**src/rtl/product_uart_rx.sv**
```systemverilog
// -----------------------------------------------------------------------------
// product_uart_rx
//   Serial receiver for the multiplier's 8N1 `tx` line. It recovers the 8-bit
//   signed product, LSB first, and reports each frame with a one-cycle pulse.
//   The whole receiver runs in the CLK domain. The raw line passes through a
//   2-flop synchroniser (rx_s) before any logic sees it.
//
//   Optional feature, macro PRODUCT_UART_RX_PARITY_EN:
//     When defined, one even-parity bit follows the data bits.
//     When undefined, the frame is 10 bits and parity_err is tied low.
//
// Parameters
//   CLKS_PER_BIT : CLK cycles per serial bit (>= 4, must match the transmitter)
//   HALF_BIT     : cycles from start-edge detect to the start-bit mid-sample
//
// Ports
//   CLK        in   system clock, rising edge
//   RST        in   synchronous active-high reset
//   rx         in   serial line, idle high
//   rx_data    out  last good received byte
//   rx_valid   out  one-cycle pulse; rx_data updated this cycle
//   frame_err  out  one-cycle pulse; stop bit sampled low
//   parity_err out  one-cycle pulse; parity mismatch (parity build only)
//   busy       out  high whenever the receiver is not idle
// -----------------------------------------------------------------------------
module product_uart_rx #(
    parameter int CLKS_PER_BIT = 4,
    parameter int HALF_BIT     = CLKS_PER_BIT / 2
) (
    input  logic       CLK,
    input  logic       RST,
    input  logic       rx,
    output logic [7:0] rx_data,
    output logic       rx_valid,
    output logic       frame_err,
    output logic       parity_err,
    output logic       busy
);

    localparam int            CW        = $clog2(CLKS_PER_BIT);
    localparam logic [CW-1:0] BIT_LAST  = CW'(CLKS_PER_BIT - 1);
    localparam logic [CW-1:0] HALF_LAST = CW'(HALF_BIT - 1);

    typedef enum logic [2:0] {
        IDLE,
        START,
        DATA,
`ifdef PRODUCT_UART_RX_PARITY_EN
        PARITY,
`endif
        STOP,
        BREAK
    } state_t;

    logic          rx_meta, rx_s;
    state_t        state, state_n;
    logic [CW-1:0] cnt, cnt_n;
    logic [2:0]    bit_idx, bit_n;
    logic [7:0]    shift, shift_n;
    logic [7:0]    data_n;
    logic          valid_n, ferr_n;
`ifdef PRODUCT_UART_RX_PARITY_EN
    logic          par_bit, par_n, perr_n;
`endif

    // The synchroniser flops reset to the idle level. This keeps the line from
    // looking like a start bit right after reset.
    always_ff @(posedge CLK) begin
        if (RST) begin
            rx_meta <= 1'b1;
            rx_s    <= 1'b1;
        end else begin
            // NOTE: non-blocking assignments, so rx_s takes the old rx_meta and this is a real 2-stage chain.
            rx_meta <= rx;
            rx_s    <= rx_meta;
        end
    end

    always_ff @(posedge CLK) begin
        if (RST) begin
            state     <= IDLE;
            cnt       <= '0;
            bit_idx   <= '0;
            shift     <= '0;
            rx_data   <= 8'h00;
            rx_valid  <= 1'b0;
            frame_err <= 1'b0;
`ifdef PRODUCT_UART_RX_PARITY_EN
            par_bit    <= 1'b0;
            parity_err <= 1'b0;
`endif
        end else begin
            state     <= state_n;
            cnt       <= cnt_n;
            bit_idx   <= bit_n;
            shift     <= shift_n;
            rx_data   <= data_n;
            rx_valid  <= valid_n;
            frame_err <= ferr_n;
`ifdef PRODUCT_UART_RX_PARITY_EN
            par_bit    <= par_n;
            parity_err <= perr_n;
`endif
        end
    end

    always_comb begin
        // NOTE: every next value gets a default first, so no branch can leave one unassigned and infer a latch.
        state_n = state;
        cnt_n   = cnt;
        bit_n   = bit_idx;
        shift_n = shift;
        data_n  = rx_data;
        valid_n = 1'b0;
        ferr_n  = 1'b0;
`ifdef PRODUCT_UART_RX_PARITY_EN
        par_n   = par_bit;
        perr_n  = 1'b0;
`endif
        case (state)
            IDLE: begin
                if (!rx_s) begin
                    state_n = START;
                    cnt_n   = '0;
                end
            end
            START: begin
                if (cnt == HALF_LAST) begin
                    if (!rx_s) begin
                        state_n = DATA;
                        cnt_n   = '0;
                        bit_n   = '0;
                    end else begin
                        // The line went high again before mid-start: treat it as a glitch.
                        state_n = IDLE;
                    end
                end else begin
                    cnt_n = cnt + 1'b1;
                end
            end
            DATA: begin
                if (cnt == BIT_LAST) begin
                    shift_n[bit_idx] = rx_s;
                    cnt_n            = '0;
                    if (bit_idx == 3'd7) begin
`ifdef PRODUCT_UART_RX_PARITY_EN
                        state_n = PARITY;
`else
                        state_n = STOP;
`endif
                    end else begin
                        bit_n = bit_idx + 1'b1;
                    end
                end else begin
                    cnt_n = cnt + 1'b1;
                end
            end
`ifdef PRODUCT_UART_RX_PARITY_EN
            PARITY: begin
                if (cnt == BIT_LAST) begin
                    par_n   = rx_s;
                    cnt_n   = '0;
                    state_n = STOP;
                end else begin
                    cnt_n = cnt + 1'b1;
                end
            end
`endif
            STOP: begin
                if (cnt == BIT_LAST) begin
                    cnt_n = '0;
                    if (!rx_s) begin
                        // A bad stop bit is reported only as a frame error,
                        // even when the parity is also wrong.
                        ferr_n  = 1'b1;
                        state_n = BREAK;
                    end else begin
                        // Returning to IDLE here lets a start bit that
                        // immediately follows this stop bit be caught.
                        state_n = IDLE;
`ifdef PRODUCT_UART_RX_PARITY_EN
                        if (par_bit != ^shift) begin
                            perr_n = 1'b1;
                        end else begin
                            data_n  = shift;
                            valid_n = 1'b1;
                        end
`else
                        data_n  = shift;
                        valid_n = 1'b1;
`endif
                    end
                end else begin
                    cnt_n = cnt + 1'b1;
                end
            end
            BREAK: begin
                // Stay here while the line is held low, so a long break
                // reports only one frame_err.
                if (rx_s) begin
                    state_n = IDLE;
                end
            end
            default: state_n = IDLE;
        endcase
    end

`ifndef PRODUCT_UART_RX_PARITY_EN
    assign parity_err = 1'b0;
`endif

    assign busy = (state != IDLE);

endmodule

```
**config.mk**
```make
export PLATFORM = sky130hd
export DESIGN_NAME = product_uart_rx
export DESIGN_NICKNAME = d
export VERILOG_FILES = /design/src/rtl/product_uart_rx.sv
export SDC_FILE = /design/constraint.sdc
export NUM_CORES = 1
export LEC_CHECK = 0
export BUFFER_PORTS_ARGS = -buffer_cell sky130_fd_sc_hd__buf_2
export CAP_MARGIN = 20
export CORE_MARGIN = 5
export CORE_UTILIZATION = 55
export CTS_CLUSTER_DIAMETER = 30
export DETAILED_ROUTE_END_ITERATION = 10
export PLACE_DENSITY = 0.76
export SYNTH_ARGS = -nofsm -noshare
export SYNTH_HDL_FRONTEND = slang
export SYNTH_SLANG_ARGS = --single-unit
```
**constraint.sdc**
```tcl
create_clock -name CLK -period 3.65 [get_ports CLK]
set_input_delay 1.095 -clock CLK [delete_from_list [all_inputs] [get_ports CLK]]
set_output_delay 1.095 -clock CLK [all_outputs]
set_load 0.005 [all_outputs]
```
==> results.md, run 1 <==
* CTS sink cnt at 28
* Ant diodes at 0
* Die X at around 60 um
* Routed len/inst at approximately 12 um
* Longest Clk Path Bufs at 2
* Critical path's top delay family: flip-flops
* Area leader, netlist: dfxtp_1
* Outcome: finished, final reports clean
* Mapped Nets at 154
* Critical Path Slowest Stage Cell: dfxtp_1
* Initial antenna violation count at 0
* Area delta synth->final at 5.92%
* Synth Area in Compound Gates at ~7.9%
* Final hold violation count at 0
* Post-CTS Setup Bufs at 0
* Adder-cell share of the synthesized area at approximately 4.6%
* Top cells by area, synth: dfxtp_1 (41%), mux2i_1 (14%), nor2_1 (5.8%)
* CP peak stage delay at roughly 500 ps
* Row count at 18
* Global-route usage over all layers at 14.0%
* Share of post-route cells with drive strength above 1 at between 10% and 20%
* Slew Viols, Final at 0
* CTS tree: built
* Vias/cell at 5.38
* Residual DRC at 0
* EDFF count, synth at 0
* Main combinational cell family by area after synthesis: simple AND/OR/NAND/NOR gates
* Max H-tree Level at 1
* Synth cell count leaders: dfxtp_1 (28), nor2_1 (21), mux2i_1 (19)
* CP Capture Type: output port
* Share of the synthesized area in the top cell type at 41.4%
* Worst skew pair latency at around 320 ps
* Post-synth top flop: dfxtp_1
* Crit path DAT at approximately 1300 ps
* Post-synth ARST share at 0%
* Mapped cell area at 1350 um2
* Synth unique cells at 39
* CP Launch Type: register
* LEAKAGE at 0.561 nW
* Critical path peak fanout at 16
* Detailed-route wire length at 2220 um
* Initial core utilization at between 50% and 60%
* Mux cell area share after synthesis at 14.1%
* GRT Residual Overflow at 0
* Maximum VDD drop at roughly 0.00025 V
* Root Driver: clkbuf_4
* First-pass GRT wire length at around 3800 um
* Slew Limit Headroom at roughly 64%
* Post-route ant nets at 0
* Placer Congestion at 0.774
* TritonCTS Buffers at 3
* WP buf/inv at 1
* DP HPWL at approximately 1600 um
* Syn Area/Cell at slightly above 9 um2
* Mapped Cells at 146
* Power per cell area at 339 nW/um2
* Number of max-cap violations at 0
* Most frequent cell after synthesis: dfxtp_1
* CP Class: reg2out
* Crit-path cells: or3_1 -> buf_2
* Ports at 15
* Port Buffers at 13
* Die H at between 50 and 60 um
* Synth Area in Simple Gates at 26.5%
* Hold Path Class: reg2reg
* Slew at the pin with the worst max-slew slack at between 500 and 600 ps
* FMAX at slightly above 400 MHz
* 1st-iter DRT viols at 18
* Hold WS at between 400 and 500 ps
* Setup tns final at 0 ps
* Clock Skew at 4.76 ps
* Cts repair resizes at 0
* Worst-path clk slew at ~140 ps
* Hold-fix buffers, CTS at 0
* Die area at around 3600 um2
* Xor/xnor share of the synthesized area at 0%
* Nets at 160
* Yosys warns at 0
* Setup violators final at 0
* Fin crit share at between 60% and 70%
* Register area share after synthesis at roughly 41%
* Drt pass-1 iters at 4
* Vias at 974
* Worst Path Required at 2550 ps
* Crit path time final at around 2400 ps
* RSZ-0062 raised after global routing: no
* Vias in the first global route at roughly 830
* Synth Register Bits at 28
* Core area at 2410 um2
* Pin count of the biggest net entering global routing at 31
worst paths after layout:
| check | endpoint | slack (ps) | start | depth (start not counted) |
|---|---|---|---|---|
| worst max-delay path | busy | 1240 | state[2] | 2 |
| worst min-delay path | rx_s | 430 | rx_meta | 1 |
| worst max register to register | bit_idx[1] | 1860 | bit_idx[0] | 5 |
| worst min register to register | rx_s | 430 | rx_meta | 1 |
stage by stage:
stage / cell area, um2 / setup slack [ps] / total power, W / std cells / util, %
after detailed placement: 1400 / 1620 / 0.000345 / 177 / 57.9
after global routing: 1430 / 1160 / 0.000509 / 181 / 59.4
after floorplan: 1350 / 1690 / 0.000342 / 146 / -
after global placement: 1400 / 1650 / 0.000344 / 177 / 57.9
after CTS: 1430 / 1250 / 0.000491 / 181 / 59.4
final: 1430 / 1240 / 0.000486 / 181 / 59.4
routing by layer:
layer  wire length, um  up-vias  GRT usage, %  part of all wire, %
li1                  -      508             -                    -
met1              1030      449          17.4                   47
met2              1080       12          24.3                   49
met3                78        5          3.05                  3.5
met4                27        0          3.80                  1.2
met5                 0        -             0                    0
state kept, by name, indices dropped and copies added (netlist names):
| name | flops |
|---|---|
| shift | 8 |
| bit_idx | 3 |
| state | 3 |
| frame_err | 1 |
| rx_meta | 1 |
| cnt | 2 |
| rx_valid | 1 |
| rx_data | 8 |
| rx_s | 1 |
report_power, final:
part | switching (W) | internal, W | leakage [nW]
Clock | 0.0000866 | 0.0000610 | 0.0210
Combinational | 0.0000133 | 0.0000112 | 0.314
Sequential | 0.00000533 | 0.000308 | 0.226
Total | 0.000105 | 0.000381 | 0.561
cells by family after synthesis:
logic type | count (synthesis)
flip-flops | 28
buffers and inverters | 15
AO/OA/AOI/OAI | 14
AND/OR/NAND/NOR | 64
adder cells (fa/ha/maj) | 5
multiplexers | 19
other | 1
final cells by class:
cell class	count	area [um2]
fillers	212	977
multi-input cells	103	722
flip-flops and latches	28	561
repair buffers	13	65.1
well taps	30	37.5
clock buffers	4	36.3
inverters	3	11.3
cell usage in the layout, fill, tap and decap left out, types with 2 or more instances in the layout:
| cell type | Yosys | layout |
|---|---|---|
| a211oi_1 | 2 | 2 |
| a21oi_1 | 3 | 3 |
| buf_2 | 2 | 13 |
| clkbuf_4 | 0 | 3 |
| dfxtp_1 | 28 | 28 |
| ha_1 | 5 | 5 |
| inv_1 | 3 | 3 |
| mux2i_1 | 19 | 19 |
| nand2_1 | 7 | 7 |
| nand2b_1 | 9 | 9 |
| nand3_1 | 3 | 3 |
| nand4b_1 | 2 | 2 |
| nor2_1 | 21 | 21 |
| nor2b_1 | 3 | 3 |
| nor3_1 | 3 | 3 |
| nor4b_1 | 2 | 2 |
| o21ai_0 | 3 | 3 |
| or2_2 | 3 | 3 |
worst reg2reg max path, stage by stage (launching register included):
cell and delay [ps]:
dfxtp_1 430, ha_1 240, ha_1 190, or2_2 320, a211oi_4 330, mux2i_1 220
No activity file was read; power rests on OpenSTA's default activity.
==> inputs of run 2 (changes only) <==
Clock period 3.65 ns to 2.35 ns, I/O delays scaled along.
==> run 2 against run 1 <==
Count of clock-buffer cells in the layout shrank 1. Critical path depth is the same. Cell count unchanged. Non-clock buffer count unchanged. Via count increased by 1.1%. Sequential share of layout area decreased by 0.44 points. Global-route usage rose by 0.071 points. Critical path type unchanged.
==> results.md, run 2 (synthesis gave the netlist of run 1 again) <==
* Outcome: finished, final reports clean
* Die H at 59.6 um
* 1st-iter DRT viols at between 40 and 50
* Vias/cell at around 5.4
* CP Launch Type: register
* Fin crit share at ~86%
* Pin count of the biggest net entering global routing at 31
* Global-route usage over all layers at between 10 and 15%
* LEAKAGE at roughly 0.57 nW
* CP peak stage delay at 500 ps
* Post-route ant nets at 0
* Row count at 18
* Ant diodes at 0
* Detailed-route wire length at about 2200 um
* Die X at between 50 and 60 um
* Reg2reg setup slack at ~570 ps
* Longest Clk Path Bufs at 2
* Most common library cell in the layout ignoring fill and taps: dfxtp_1
* Setup violators final at 0
* Slew Viols, Final at 0
* Top Registers: rx_data: 8 flops, shift: 8 flops
* Nets at 160
* Maximum VDD drop at between 0.0004 and 0.0005 V
* Hold Path Class: reg2reg
* CP Capture Type: output port
* First-pass GRT wire length at 3950 um
* Routed len/inst at roughly 12 um
* RSZ-0062 raised after global routing: no
* Area delta synth->final at 7.12%
* Vias at about 990
* CTS sink cnt at 28
* Max H-tree Level at 1
* Residual DRC at 0
* Critical path's top delay family: flip-flops
* Crit path time final at 2010 ps
* GRT Residual Overflow at 0
* Share of post-route cells with drive strength above 1 at between 10% and 20%
* Number of max-cap violations at 0
* Initial core utilization at 56.1%
* Power per cell area at roughly 570 nW/um2
* DP HPWL at ~1600 um
* Hold-fix buffers, CTS at 0
* Worst Path Required at about 1600 ps
* Ports at 15
* Setup tns final at 0 ps
* Die area at about 3600 um2
* CP Class: reg2out
* Fin util at about 60%
* Most frequent cells in the layout: dfxtp_1 (28), nor2_1 (21), mux2i_1 (19)
* Crit path DAT at around 1300 ps
* Final hold violation count at 0
* TritonCTS Buffers at 3
* FMAX at a little under 500 MHz
* Post-CTS Setup Bufs at 0
* Worst skew pair latency at slightly above 300 ps
* Worst-path clk slew at ~140 ps
* Root Driver: clkbuf_4
* Critical path peak fanout at 16
* Drt pass-1 iters at 4
* Cts repair resizes at 0
* CTS tree: built
* Port Buffers at 13
* Total power at just over 0.0008 W
* WP buf/inv at 1
* Slew at the pin with the worst max-slew slack at between 500 and 600 ps
* Crit-path cells: or3_1 -> buf_2
* Slew Limit Headroom at between 60 and 70%
* Vias in the first global route at 944
* Placer Congestion at approximately 0.82
* Initial antenna violation count at 0
* Critical Path Slowest Stage Cell: dfxtp_1
* Core area at approximately 2400 um2
* Clock Skew at ~3.7 ps
[run 2: changes by cell type in the layout (fill, tap and decap cells not counted), sizes merged]
cell	change
clkbuf	-1
bufinv	+1
[run 2: final cells by class]
cell class	count	area [um2]
inverter	3	11.3
clock inverter	1	30.0
multi-input combinational	103	722
clock buffer	3	22.5
tap	30	37.5
fill	207	961
sequential	28	561
timing repair buffer	13	65.1
[run 2: where the power goes]
group,internal (W),total [W],switching [W],leakage (nW)
Sequential,0.000479,0.000487,0.00000829,0.226
Combinational,0.0000173,0.0000390,0.0000217,0.314
Clock,0.000172,0.000301,0.000128,0.0279
Total,0.000669,0.000827,0.000158,0.568
[run 2: metrics by stage]
step | std cells | setup slack [ps] | cell area, um2 | hold WS [ps]
finish | 181 | 338 | 1450 | 429
detailed placement | 177 | 592 | 1400 | 397
global route | 181 | 243 | 1450 | 455
floorplan | 146 | 782 | 1350 | 389
CTS | 181 | 325 | 1450 | 436
global placement | 177 | 636 | 1400 | 395
[run 2: worst paths after layout]
| kind | end | depth (start not counted) | startpoint |
|---|---|---|---|
| setup / recovery | busy | 2 | state[2] |
| hold / removal | rx_s | 1 | rx_meta |
| setup reg to reg | bit_idx[0] | 5 | bit_idx[0] |
| hold reg to reg | rx_s | 1 | rx_meta |
[run 2: layer usage]
layer | GRT usage, % | up-vias | part of all wire, %
li1 | - | 508 | -
met1 | 18.0 | 468 | 46
met2 | 24.8 | 7 | 51
met3 | 1.96 | 2 | 2.5
met4 | 3.48 | 0 | 0.67
met5 | 0 | - | 0
==> inputs of run 3 (changes only) <==
Settings changed: CORE_UTILIZATION 55 to 48, PLACE_DENSITY 0.76 to 0.67.
==> run 3 against run 2 <==
Worst hold slack lost 1.4 ps. Clock power shrank 25%. Fmax shrank 0.30%. Via count grew 0.41%. Die area grew 12%. Clock skew grew 0.72 ps. Register-to-register slack lost 20 ps. Critical endpoint unchanged. Largest power group unchanged. Highest routed layer unchanged.
==> results.md, run 3 (synthesis gave the netlist of run 1 again) <==
* Die H at 63.1 um
* First-pass GRT wire length at ~4200 um
* FMAX at approximately 500 MHz
* CP Launch Type: register
* Die area at about 4000 um2
* Max H-tree Level at 1
* CTS tree: built
* Initial core utilization at between 40% and 50%
* RSZ-0062 raised after global routing: no
* Setup violators final at 0
* Slew Limit Headroom at 65.7%
* Initial antenna violation count at 0
* CP Class: reg2out
* Power per cell area at between 500 and 600 nW/um2
* Number of max-cap violations at 0
* Residual DRC at 0
* Placer Congestion at 0.787
* Crit path DAT at about 1300 ps
* 1st-iter DRT viols at 86
* Setup tns final at 0 ps
* Nets at between 150 and 200
* Vias at 989
* Post-route cell area at 1430 um2
* Most frequent cells in the layout: dfxtp_1 (28), nor2_1 (21), mux2i_1 (19)
* CTS sink cnt at 28
* Crit path time final at 2020 ps
* Post-route ant nets at 0
* Fin crit share at a little under nine tenths
* Clock Skew at between 4 and 5 ps
* Post-CTS Setup Bufs at 0
* Hold-fix buffers, CTS at 0
* Row count at 19
* Pin count of the biggest net entering global routing at 31
* Slew Viols, Final at 0
* Drt pass-1 iters at 4
* Most common library cell in the layout ignoring fill and taps: dfxtp_1
* Critical R2R Capture: bit_idx[0]
* Reg2reg setup slack at roughly 550 ps
* Global-route usage over all layers at between 10% and 20%
* Ant diodes at 0
* Core area at 2730 um2
* Vias/cell at 5.43
* Outcome: finished, final reports clean
* Worst-path clk slew at ~140 ps
* Cts repair resizes at 0
* Top Registers: rx_data: 8 flops, shift: 8 flops
* Hold Path Class: reg2reg
* R2R Path Start: bit_idx[0]
* Ports at 15
* Die X at 63.1 um
* Detailed-route wire length at approximately 2300 um
* Vias in the first global route at 970
* Port Buffers at 13
* Final hold violation count at 0
* TritonCTS Buffers at 3
* CP Capture Type: output port
* CP endpoint: busy
* Area delta synth->final at 6.01%
* LEAKAGE at between 0.5 and 0.6 nW
* GRT Residual Overflow at 0
* Maximum VDD drop at 0.000350 V
* R2R depth at 5
* Slew at the pin with the worst max-slew slack at 514 ps
* Post-DP Area at around 1400 um2
* Routed len/inst at 12.7 um
* Root Driver: clkbuf_4
* Share of post-route cells with drive strength above 1 at around 15%
* Worst Path Required at 1640 ps
* Setup crit start: state[1]
* DP HPWL at 1630 um
* Critical path peak fanout at 17
* Worst skew pair latency at ~310 ps
* Longest Clk Path Bufs at 2
* Hold path cells at 1
run 3: changes by cell type in the layout (fill, tap and decap cells not counted):
cell       before  now
clkbuf_8        0    1
bufinv_16       1    0
run 3: power breakdown:
group	internal, W	switching [W]	leakage [nW]
combinational	0.0000173	0.0000202	0.314
clock	0.0000946	0.000133	0.0210
sequential	0.000479	0.00000861	0.226
run 3: area by class of cell:
class                           count  area [um2]
Clock buffer                        4        36.3
Fill cell                         268        1300
Inverter                            3        11.3
Multi-Input combinational cell    103         722
Sequential cell                    28         561
Tap cell                           31        38.8
Timing Repair Buffer               13        65.1
run 3: worst min path at each step:
stage,from,end,slack (ps)
6_report,rx_meta,rx_s,430
5_1_grt,rx_meta,rx_s,440
4_1_cts,rx_meta,rx_s,430
3_5_place_dp,rx_meta,rx_s,400
3_3_place_gp,rx_meta,rx_s,390
2_1_floorplan,rx_meta,rx_s,390
run 3: worst max-delay path, cell delays in order (launching register included):
cell,delay [ps]
dfxtp_1,480
or3_1,390
buf_2,130
run 3: routing by layer:
layer,GRT usage [%],share of wire (%)
met1,14.7,47
met4,3.18,0.74
met2,22.6,50
met3,2.66,2.7
met5,0,0
run 3: through the flow:
| stage | setup WS, ps | cells | utilization [%] | hold slack, ps | power, W |
|---|---|---|---|---|---|
| 2_1_floorplan | 782 | 146 | - | 389 | 0.000531 |
| 3_3_place_gp | 630 | 178 | 51.1 | 391 | 0.000535 |
| 3_5_place_dp | 551 | 178 | 51.1 | 397 | 0.000536 |
| 4_1_cts | 315 | 182 | 52.4 | 431 | 0.000765 |
| 5_1_grt | 237 | 182 | 52.4 | 436 | 0.000794 |
| 6_report | 332 | 182 | 52.4 | 427 | 0.000752 |
